$ cat src/rtl/controle_varredura_if.sv
// Signal bundle between the scan sequencer and the 4:1 routing mux / its user.
// The master side is the sequencer itself; the slave side is whoever drives controls and the mux.
interface controle_varredura_if #(
    parameter int W = 4
);
    logic         start;
    logic         stop;
    logic         modo_manual;
    logic [1:0]   sel_manual;
    logic [3:0]   mascara;
    logic [W-1:0] amostra;
    logic [1:0]   sel;
    logic [W-1:0] captura;
    logic [1:0]   canal_cap;
    logic         valido;
    logic         ocupado;

    modport master (
        input  start, stop, modo_manual, sel_manual, mascara, amostra,
        output sel, captura, canal_cap, valido, ocupado
    );

    modport slave (
        output start, stop, modo_manual, sel_manual, mascara, amostra,
        input  sel, captura, canal_cap, valido, ocupado
    );
endinterface

$ cat src/rtl/controle_varredura.sv
// Round-robin scan sequencer for a 4:1 mux: holds each enabled channel for DWELL
// cycles, captures the mux output at the end of each dwell, or passes a manual select.
module controle_varredura #(
    parameter int DWELL = 4,
    parameter int W     = 4
) (
    input  logic              clock,
    input  logic              reset,
    controle_varredura_if.master bus
);
    localparam int CW = (DWELL > 1) ? $clog2(DWELL) : 1;
    localparam logic [CW-1:0] CNT_MAX = CW'(DWELL - 1);

    localparam logic [0:0] IDLE = 1'b0;
    localparam logic [0:0] SCAN = 1'b1;

    logic [0:0]    state_r;
    logic [CW-1:0] cnt_r;
    logic [1:0]    sel_r;
    logic [W-1:0]  captura_r;
    logic [1:0]    canal_cap_r;
    logic          valido_r;
    logic          ocupado_r;

    logic [1:0]    primeiro_s;
    logic [1:0]    proximo_s;
    logic          sair_s;

    // Lowest enabled channel index; only meaningful when the mask is non-zero.
    function automatic logic [1:0] primeiro_canal(input logic [3:0] m);
        logic [1:0] r;
        if (m[0]) begin
            r = 2'd0;
        end else if (m[1]) begin
            r = 2'd1;
        end else if (m[2]) begin
            r = 2'd2;
        end else begin
            r = 2'd3;
        end
        return r;
    endfunction

    // First enabled channel after cur, wrapping mod 4; returns cur itself if it is the only one.
    function automatic logic [1:0] proximo_canal(input logic [1:0] cur, input logic [3:0] m);
        logic [1:0] r;
        logic [1:0] cand;
        logic       achou;
        r     = cur;
        achou = 1'b0;
        for (int k = 1; k <= 4; k++) begin
            cand = cur + k[1:0];
            if (!achou && m[cand]) begin
                r     = cand;
                achou = 1'b1;
            end else begin
                r     = r;
            end
        end
        return r;
    endfunction

    // Next-channel candidates and the scan-abort condition.
    always_comb begin
        primeiro_s = primeiro_canal(bus.mascara);
        proximo_s  = proximo_canal(sel_r, bus.mascara);
        sair_s     = bus.stop | bus.modo_manual | (bus.mascara == 4'b0000);
    end

    // Sequencer state, select, dwell counter and capture register.
    always_ff @(posedge clock) begin
        if (reset) begin
            state_r     <= IDLE;
            cnt_r       <= '0;
            sel_r       <= 2'd0;
            captura_r   <= '0;
            canal_cap_r <= 2'd0;
            valido_r    <= 1'b0;
            ocupado_r   <= 1'b0;
        end else begin
            valido_r <= 1'b0;
            case (state_r)
                IDLE: begin
                    if (bus.modo_manual) begin
                        sel_r <= bus.sel_manual;
                    end else if (bus.start && (bus.mascara != 4'b0000)) begin
                        sel_r     <= primeiro_s;
                        cnt_r     <= '0;
                        state_r   <= SCAN;
                        ocupado_r <= 1'b1;
                    end else begin
                        sel_r <= sel_r;
                    end
                end
                SCAN: begin
                    // Abort wins over a coinciding capture so a stopped scan never reports a sample.
                    if (sair_s) begin
                        state_r   <= IDLE;
                        ocupado_r <= 1'b0;
                    end else if (cnt_r == CNT_MAX) begin
                        captura_r   <= bus.amostra;
                        canal_cap_r <= sel_r;
                        valido_r    <= 1'b1;
                        cnt_r       <= '0;
                        sel_r       <= proximo_s;
                    end else begin
                        cnt_r <= cnt_r + CW'(1);
                    end
                end
                default: begin
                    state_r   <= IDLE;
                    ocupado_r <= 1'b0;
                end
            endcase
        end
    end

    assign bus.sel       = sel_r;
    assign bus.captura   = captura_r;
    assign bus.canal_cap = canal_cap_r;
    assign bus.valido    = valido_r;
    assign bus.ocupado   = ocupado_r;
endmodule
$ cat src/flat_wrapper.sv
// flat-port wrapper written by rule: the top's interface ports become plain ports
module controle_varredura_flat 
#(
    parameter int DWELL = 4,
    parameter int W     = 4
)
  (clock, reset, bus_start, bus_stop, bus_modo_manual, bus_sel_manual, bus_mascara, bus_amostra, bus_sel, bus_captura, bus_canal_cap, bus_valido, bus_ocupado);
  controle_varredura_if #(.W(W)) bus_i ();
  input  logic clock;
  input  logic reset;
  input wire logic [$bits(bus_i.start)-1:0] bus_start;
  input wire logic [$bits(bus_i.stop)-1:0] bus_stop;
  input wire logic [$bits(bus_i.modo_manual)-1:0] bus_modo_manual;
  input wire logic [$bits(bus_i.sel_manual)-1:0] bus_sel_manual;
  input wire logic [$bits(bus_i.mascara)-1:0] bus_mascara;
  input wire logic [$bits(bus_i.amostra)-1:0] bus_amostra;
  output wire logic [$bits(bus_i.sel)-1:0] bus_sel;
  output wire logic [$bits(bus_i.captura)-1:0] bus_captura;
  output wire logic [$bits(bus_i.canal_cap)-1:0] bus_canal_cap;
  output wire logic [$bits(bus_i.valido)-1:0] bus_valido;
  output wire logic [$bits(bus_i.ocupado)-1:0] bus_ocupado;
  assign bus_i.start = bus_start;
  assign bus_i.stop = bus_stop;
  assign bus_i.modo_manual = bus_modo_manual;
  assign bus_i.sel_manual = bus_sel_manual;
  assign bus_i.mascara = bus_mascara;
  assign bus_i.amostra = bus_amostra;
  assign bus_sel = bus_i.sel;
  assign bus_captura = bus_i.captura;
  assign bus_canal_cap = bus_i.canal_cap;
  assign bus_valido = bus_i.valido;
  assign bus_ocupado = bus_i.ocupado;
  controle_varredura #(.DWELL(DWELL), .W(W)) u_core (.clock(clock), .reset(reset), .bus(bus_i));
endmodule
$ cat config.mk
export PLATFORM = sky130hd
export DESIGN_NAME = controle_varredura_flat
export DESIGN_NICKNAME = d
export VERILOG_FILES = /design/src/rtl/controle_varredura_if.sv /design/src/rtl/controle_varredura.sv /design/src/flat_wrapper.sv
export SDC_FILE = /design/constraint.sdc
export NUM_CORES = 1
export LEC_CHECK = 0
export CORE_MARGIN = 4
export CORE_UTILIZATION = 45
export CTS_CLUSTER_SIZE = 8
export DETAILED_ROUTE_END_ITERATION = 12
export PLACE_DENSITY_LB_ADDON = 0.1
export SLEW_MARGIN = 25
export SYNTH_ARGS = -nofsm -noshare
export SYNTH_HDL_FRONTEND = slang
export SYNTH_SLANG_ARGS = --single-unit
$ cat constraint.sdc
create_clock -name clock -period 2.07 [get_ports clock]
set_clock_uncertainty 0.2 [all_clocks]
set_input_delay 0.207 -clock clock [delete_from_list [all_inputs] [get_ports clock]]
set_output_delay 0.207 -clock clock [all_outputs]
set_load 0.02 [all_outputs]
# Yosys cells after proc, flatten, opt, wreduce, memory -nomap -nowiden
# Index checks and enable logic that the tools add are counted.
dict set report word_totals {
  register_bits 13
  inputBits 15
  out_inout_bits 10
}
dict set report op_classes {
  addsub 4
  order_cmp 4
  eq_ne 9
  n_mux 37
  bitwise_logic 4
  n_reduce_logical 14
}
# op count
set op_table {}
lappend op_table {{2-bit 2-to-1 mux} 14}
lappend op_table {{1-bit 2-to-1 mux} 15}
lappend op_table {{2-bit by 3-bit < comparator with 1-bit output, second input constant} 4}
lappend op_table {{2-bit != test, second input constant} 5}
lappend op_table {{3-bit AND reduction} 3}
lappend op_table {{1-bit binary-select mux with 2-bit select} 4}
lappend op_table {{2-bit one-hot mux with 2 select lines} 2}
lappend op_table {{5-bit AND reduction} 1}
lappend op_table {{2-bit by 1-bit adder with 2-bit output, second input constant} 2}
lappend op_table {{2-bit adder, second input constant} 2}
lappend op_table {{1-bit logical AND} 4}
lappend op_table {{4-bit logical NOT} 1}
lappend op_table {{4-bit != test, second input constant} 1}
lappend op_table {{1-bit one-hot mux with 2 select lines} 2}
lappend op_table {{4-bit nonzero test} 1}
lappend op_table {{1-bit logical NOT} 3}
lappend op_table {{3-bit by 2-bit != test with 1-bit output, second input constant} 1}
lappend op_table {{3-bit OR reduction} 1}
lappend op_table {{2-bit == test, second input constant} 1}
lappend op_table {{2-bit by 1-bit != test with 1-bit output, second input constant} 1}
lappend op_table {{1-bit inverter} 2}
lappend op_table {{1-bit OR} 2}

# Depth between registers and ports, before layout
# Gate-level depths: netlist (run 1).
dict set report logic_depth {
  depth_word 16
  mapped_depth 5
  mapped_depth_nobuf 5
}

# Worst setup path after synthesis (run 1)
# OpenSTA, ideal clock, no wires.
dict set report synth_path {
  kind {register to register}
  start {register u_core.cnt_r[0]}
  end {register u_core.sel_r[0], in the netlist u_core.bus.sel[0]}
  setup_time_ps 88
  t_arrival_ps 1434
  t_required_ps 1782
  slack_ps 348
  path_stages_with_launch 6
  path_buffers 0
  synth_period_minus_slack_ps 1722
  path_cell_list {dfxtp_1 -> ha_1 -> nand2_1 -> nor4_4 -> a31oi_2 -> o32ai_2}
}
dict set report synth_via {
  elab_chain_cells 3
}
# item line_no
set synth_rtl {}
lappend synth_rtl {{from (decl)} controle_varredura.sv:18} ;# logic [CW-1:0] cnt_r;
lappend synth_rtl {{from (signal assigned)} controle_varredura.sv:107} ;# cnt_r <= cnt_r + CW'(1);
lappend synth_rtl {{2-bit == test} controle_varredura.sv:100} ;# end else if (cnt_r == CNT_MAX) begin
lappend synth_rtl {{2-bit != test (no source line)} n/a}
lappend synth_rtl {{5-bit AND reduction (no source line)} n/a}
lappend synth_rtl {{to (signal assigned)} controle_varredura.sv:87} ;# sel_r <= primeiro_s;
lappend synth_rtl {{to (signal assigned)} controle_varredura.sv:92} ;# sel_r <= sel_r;
lappend synth_rtl {{to (signal assigned)} controle_varredura.sv:105} ;# sel_r <= proximo_s;
lappend synth_rtl {{to (decl)} controle_varredura.sv:19} ;# logic [1:0] sel_r;
# Every way passes these cells.
# A chain may end at the register's enable or synchronous reset.

# Worst setup path after layout (run 1)
dict set report layout_path {
  start {register u_core.sel_r[1], in the netlist u_core.bus.sel[1]}
  end {output bus_sel[1]}
}
# item line_no
set layout_lines {}
lappend layout_lines {{from (signal assigned)} controle_varredura.sv:85} ;# sel_r <= bus.sel_manual;
lappend layout_lines {{from (signal assigned)} controle_varredura.sv:87}
lappend layout_lines {{from (signal assigned)} controle_varredura.sv:92}
lappend layout_lines {{to (decl)} flat_wrapper.sv:17} ;# output wire logic [$bits(bus_i.sel)-1:0] bus_sel;
# No word-level cell between the ends.

==> results of run 1 <==
## placed cells by master, fill, tap and decap left out, drive strengths merged, types with 3 or more instances in the layout
master	instances
nor2	15
nor3b	3
a31oi	3
clkdlybuf4s50	24
a21oi	5
dfxtp	13
o41ai	3
clkbuf	4
nand2	4
inv	4
buf	12
mux2i	8
## worst min-delay path, cell delays in order (launching register included)
cell	delay (ns)
dfxtp_1	0.33
a32oi_1	0.06
nor2_1	0.07
## routing by layer
metal / global-route usage (%) / wire length, um
met5: 0 / 0
met4: 6.912 / 12
met3: 5.341 / 144
met2: 27.17 / 910
met1: 20.77 / 876
## cells by family (layout without fill, tap and decap cells)
| family | after synthesis | after routing | share of synthesized area (%) |
|---|---|---|---|
| AND/OR/NAND/NOR | 39 | 39 | 29.59 |
| AO/OA/AOI/OAI | 22 | 22 | 20.72 |
| flip-flops | 13 | 13 | 32.40 |
| buffers and inverters | 11 | 44 | 5.763 |
| multiplexers | 8 | 8 | 9.969 |
| adder cells (fa/ha/maj) | 1 | 1 | 1.557 |
## worst max path at each step
stage | from | end | slack (ns) | depth (start not counted)
2_1_floorplan | u_core.cnt_r[0] | u_core.bus.sel[0] | 0.35 | 5
3_3_place_gp | bus_mascara[0] | u_core.bus.sel[0] | 0.04 | 5
3_5_place_dp | bus_mascara[0] | u_core.bus.sel[1] | 0.04 | 6
4_1_cts | u_core.bus.sel[1] | bus_sel[1] | 0.15 | 1
5_1_grt | u_core.bus.sel[1] | bus_sel[1] | 0.06 | 1
6_report | u_core.bus.sel[1] | bus_sel[1] | 0.15 | 1
## report_power, final
part / internal (uW) / total, uW / switching [uW]
Combinational: 71.8 / 130 / 58.0
Clock: 74.4 / 148 / 74.1
Sequential: 256 / 268 / 11.7
Total: 402 / 546 / 144
## area by class of cell
cell class / count / area (um2)
tap: 25 / 31.28
inverter: 4 / 15.01
multi-input combinational: 70 / 496.7
clock buffer: 4 / 26.28
sequential: 13 / 260.3
fill: 146 / 548.0
timing repair buffer: 36 / 330.3
## per-stage QoR
step / instances / cell area, um2 / setup WS (ns) / hold slack, ns
floorplan: 94 / 803.3 / 0.3479 / 0.07861
global placement: 148 / 1134 / 0.04035 / 0.2682
detailed placement: 148 / 1134 / 0.04351 / 0.2773
CTS: 152 / 1160 / 0.1502 / 0.2967
global route: 152 / 1160 / 0.06234 / 0.3289
finish: 152 / 1160 / 0.1474 / 0.2876
## state kept, by name (all words and copies together), names as in the netlist
signal	count
u_core.bus.sel	2
u_core.bus.ocupado	1
u_core.cnt_r	2
u_core.bus.canal_cap	2
u_core.bus.valido	1
u_core.bus.captura	4
u_core.state_r	1
==> reports/qor.csv, run 1 <==
stage,metric,value,unit
status,status,completed,
sta,finalCritPeriodShare,92.88,%
global_routing,grt_pass1_wl,3.381,mm
sta,rsz0062_at_grt,no,
yosys,synth_cell_types,34,
worst_setup_path,worst_setup_path_end_kind,output port,
yosys,syn_area,803.3,um2
floorplanning,dieArea,2525,um2
routing,antenna_left,0,
sta,report.final.slew_viol_count,0,
yosys,yosys_warnings,0,
pwr,power_leakage,0.0004113,uW
sta,fmax,0.5201,GHz
sta,timing.setup.tns,0,ns
routing,detail_route.first_pass.iterations,4,
clock_network,cts_buffers,3,
worst_setup_path,cp_slowest_stage_delay,0.68,ns
clock_network,clock-sinks,13,
yosys,syn_inst,94,
clock_network,path_clk_slew,0.08,ns
floorplanning,start_util,47.03,%
clock_network,cts_max_path_buffers,2,
routing,vias,813,
flow_run,drv_cap,0,
yosys,synthTopCellsByArea,"dfxtp_1, mux2i_1, nor2_1",
global_routing,grt_use_total,16.95,%
yosys,synth_ff_type,dfxtp_1,
final_layout,utilization,67.91,%
routing,post_drt_wl_per_cell,12.80,um
final_layout,nets,144,
clock_network,cts_resized,0,
floorplanning,die_h,50.25,um
sta,setup_viol,0,
clock_network,ctsHoldBuffers,0,
yosys,synth_common_cells,"nor2_1, dfxtp_1, mux2i_1, a21oi_1",
pwr,ir_drop,0.4907,mV
clock_network,cts_tree,built,
clock_network,clock_latency,0.26,ns
worst_hold_path,hold-path-cell-count,2,
yosys,ys_seq_elements,13,
worst_setup_path,timing.rr.end,u_core.bus.captura[2],
worst_setup_path,crit_family,buffers and inverters,
global_routing,grt_overflow_total,0,
yosys,seq_area_frac_synth,32.40,%
global_routing,antenna_found_initial,0,
placement,post-dp-hpwl,1.511,mm
worst_hold_path,hold_class,reg -> reg,
routing,remaining_drc_errors,0,
worst_setup_path,path_cells,clkdlybuf4s50_1,
clock_network,post_cts_buffers,0,
sta,finalHoldViolCount,0,
floorplanning,num_io_pins,25,
final_layout,drive_above_1_share,16.54,%
clock_network,root_buffer,clkbuf_4,
worst_setup_path,path_max_fanout,12,
worst_setup_path,worst-path-buf-inv,1,
worst_setup_path,crit_slowest_cell,clkdlybuf4s50_1,
worst_setup_path,cp.required,1.66,ns
worst_hold_path,min_from,u_core.bus.ocupado,
floorplanning,die_w,50.25,um
yosys,syn_nets,110,
pwr,power_density,470.7,nW/um2
yosys,yosys.cell_count.top_type,nor2_1,
placement,port-buffer-count,24,
pwr,fin_total_pwr,546.0,uW
worst_setup_path,worst_ep_arrival_time,1.52,ns
worst_setup_path,startpoint_type,flip-flop,
global_routing,grt_start_max_net_pins,15,
yosys,synth_edf_count,0,
yosys,async_flop_share,0,%
routing,via_per_inst,5.349,
worst_setup_path,crit-reg2reg-launch,u_core.cnt_r[0],
placement,gp_congestion,0.8209,
yosys,synth_top_area_share,32.40,%
clock_network,htree_levels,1,
routing,drtIter0Drc,14,
yosys,synth_area_leader_cell,dfxtp_1,
worst_setup_path,ff2ff_path_depth,6,
final_layout,diodes,0,
floorplanning,core,1708,um2
sta,layout_min_cycle_time,1.923,ns
routing,routed_wl,1.945,mm
worst_setup_path,r2r_slack,0.35,ns
sta,worst_pin_slew,0.4089,ns
final_layout,syn_to_final_growth,44.39,%
floorplanning,rows,15,
sta,max_slew_margin,72.70,%
worst_hold_path,whs_endpoint,u_core.bus.ocupado,
worst_setup_path,crit_type,reg -> out,
yosys,syn_avg_cell_area,8.545,um2
global_routing,grt_pass1_vias,810,
Note: power is estimated with default switching activity, not from simulation.
==> run 2, diff against run 1 <==
--- a/config.mk
+++ b/config.mk
@@ -7,7 +7,7 @@
 export LEC_CHECK = 0
 export CORE_MARGIN = 4
 export CORE_UTILIZATION = 45
-export CTS_CLUSTER_SIZE = 8
+export CTS_CLUSTER_SIZE = 30
 export DETAILED_ROUTE_END_ITERATION = 12
 export PLACE_DENSITY_LB_ADDON = 0.1
 export SLEW_MARGIN = 25
==> results of run 2 <==
The final DEF is identical to that of run 1; final timing and power are the same.
==> run 3, diff against run 2 <==
--- a/config.mk
+++ b/config.mk
@@ -6,7 +6,8 @@
 export NUM_CORES = 1
 export LEC_CHECK = 0
 export CORE_MARGIN = 4
-export CORE_UTILIZATION = 45
+export CORE_UTILIZATION = 47
+export CTS_BUF_LIST = sky130_fd_sc_hd__clkbuf_4
 export CTS_CLUSTER_SIZE = 30
 export DETAILED_ROUTE_END_ITERATION = 12
 export PLACE_DENSITY_LB_ADDON = 0.1
==> run 3 against run 2 <==
Net effect:
- hold slack better by 0.0087 ns
- clock power up 17%
- worst setup slack worse by 0.028 ns
- routed wire length up 2.6%
- fmax down 1.4%
- cell count down 6.6%
- via count up 0.62%
- first-iteration DRC count up 43%
- clock-buffer cell count unchanged
- critical path depth unchanged
- global-route usage up 1.0 points
- critical endpoint unchanged
- highest routed layer unchanged
==> reports/qor.csv, run 3 (same netlist as run 1, synthesis figures left out) <==
stage,metric,value,unit
final_layout,largest_register_ff_count,4,
pwr,power_density,497.8,nW/um2
placement,gp_congestion,0.8252,
sta,finalCritPeriodShare,94.21,%
routing,routed_wl,1.995,mm
sta,setup_viol,0,
final_layout,final_cell_mix,"clkdlybuf4s50_1, nor2_1, dfxtp_1",
final_layout,nets,143,
worst_hold_path,hold-path-cell-count,2,
floorplanning,core,1559,um2
clock_network,cts_max_path_buffers,2,
pwr,power_leakage,0.0004094,uW
worst_setup_path,ff2ff_path_depth,5,
worst_hold_path,whs_endpoint,u_core.bus.ocupado,
routing,antenna_left,0,
worst_setup_path,crit_type,reg -> out,
worst_setup_path,worst-path-buf-inv,1,
placement,dpl.cell_count,138,
sta,timing.setup.tns,0,ns
worst_hold_path,hold_class,reg -> reg,
worst_setup_path,cp_slowest_stage_delay,0.69,ns
pwr,swShare,27.26,%
floorplanning,rows,14,
routing,drtIter0Drc,20,
sta,max_slew_margin,73.31,%
routing,via_per_inst,5.761,
floorplanning,num_io_pins,25,
global_routing,grt_overflow_total,0,
routing,remaining_drc_errors,0,
status,status,completed,
final_layout,drive_above_1_share,16.67,%
worst_setup_path,crit_family,buffers and inverters,
final_layout,fin_cells,142,
final_layout,final_area,1145,um2
clock_network,cts_tree,built,
global_routing,grt_pass1_wl,3.312,mm
sta,hold_ws,0.2963,ns
routing,post_drt_wl_per_cell,14.05,um
sta,layout_min_cycle_time,1.950,ns
sta,fmax,0.5128,GHz
global_routing,grt_start_max_net_pins,15,
pwr,clkPwrFrac,30.4,%
routing,vias,818,
clock_network,root_buffer,clkbuf_4,
clock_network,post_cts_buffers,0,
worst_setup_path,r2r_slack,0.32,ns
global_routing,antenna_found_initial,0,
clock_network,cts_resized,0,
floorplanning,dieArea,2434,um2
worst_hold_path,min_from,u_core.bus.ocupado,
final_layout,diodes,0,
clock_network,htree_levels,1,
clock_network,cts_buffers,3,
pwr,p_int,414.6,uW
pwr,fin_total_pwr,569.9,uW
final_layout,syn_to_final_growth,42.52,%
worst_setup_path,crit-reg2reg-launch,u_core.state_r,
floorplanning,die_h,49.34,um
worst_setup_path,crit_slowest_cell,clkdlybuf4s50_1,
pwr,p_sw,155.3,uW
worst_setup_path,worst_ep_arrival_time,1.54,ns
placement,place_area,1115,um2
floorplanning,die_w,49.34,um
worst_setup_path,cp.required,1.66,ns
final_layout,final_common_cell,clkdlybuf4s50_1,
clock_network,path_clk_slew,0.08,ns
pwr,power.share.combinational,22.5,%
floorplanning,start_util,51.52,%
sta,finalHoldViolCount,0,
worst_setup_path,path_cells,clkdlybuf4s50_1,
sta,report.final.slew_viol_count,0,
clock_network,clock-sinks,13,
global_routing,grt_use_total,17.97,%
placement,port-buffer-count,24,
routing,detail_route.first_pass.iterations,4,
pwr,pwr-share-seq,47.1,%
sta,worst_pin_slew,0.3998,ns
worst_setup_path,startpoint_type,flip-flop,
flow_run,drv_cap,0,
global_routing,grt_pass1_vias,720,
final_layout,fillers,126,
clock_network,clock_latency,0.28,ns
worst_setup_path,timing.rr.end,u_core.bus.captura[2],
worst_setup_path,worst_setup_path_end_kind,output port,
pwr,ir_drop,0.5440,mV
worst_setup_path,path_max_fanout,12,
clock_network,ctsHoldBuffers,0,
sta,rsz0062_at_grt,no,
placement,post-dp-hpwl,1.504,mm
[run 3: power groups by stage]
stage                     clock network [uW]  logic (uW)  registers, uW
final                                    173         128            268
after global routing                     195         138            270
after CTS                                182         128            268
after detailed placement                   0         128            274
after global placement                     0         125            274
after floorplan                            0        65.1            272
[run 3: tightest hold or removal path, stage by stage, from the launching register on]
cell	delay [ns]
dfxtp_1	0.33
a32oi_1	0.06
nor2_1	0.08
[run 3: per-layer routing]
| layer | up-vias | global-route usage [%] | routed length [um] |
|---|---|---|---|
| met5 | - | 0 | 0 |
| met4 | 0 | 9.953 | 40 |
| met1 | 370 | 19.96 | 893 |
| met3 | 5 | 8.257 | 175 |
| met2 | 35 | 28.13 | 886 |
| li1 | 408 | - | - |
[run 3: how the worst max path moves through the flow]
stage                                  from           endpoint  slack (ns)  cells past startpoint
after floorplan             u_core.cnt_r[0]  u_core.bus.sel[0]        0.35                      5
after global placement       bus_mascara[1]  u_core.bus.sel[0]        0.05                      5
after detailed placement     bus_mascara[1]  u_core.bus.sel[1]        0.04                      6
after CTS                 u_core.bus.sel[1]         bus_sel[1]        0.12                      1
after global routing      u_core.bus.sel[1]         bus_sel[1]        0.04                      1
final                     u_core.bus.sel[1]         bus_sel[1]        0.12                      1
[run 3: cell type report]
| class | instances | area [um2] | share of cell area (%) |
|---|---|---|---|
| Timing Repair Buffer | 35 | 322.8 | 28.20 |
| Sequential cell | 13 | 260.3 | 22.73 |
| Clock buffer | 4 | 30.03 | 2.623 |
| Multi-Input combinational cell | 70 | 496.7 | 43.39 |
| Inverter | 4 | 15.01 | 1.311 |
| Tap cell | 16 | 20.02 | 1.749 |
[run 3: metrics by stage]
stage / utilization [%] / setup slack [ns]
2_1_floorplan: - / 0.3479
3_3_place_gp: 71.51 / 0.05410
3_5_place_dp: 71.51 / 0.03977
4_1_cts: 73.43 / 0.1158
5_1_grt: 73.43 / 0.04211
6_report: 73.43 / 0.1198
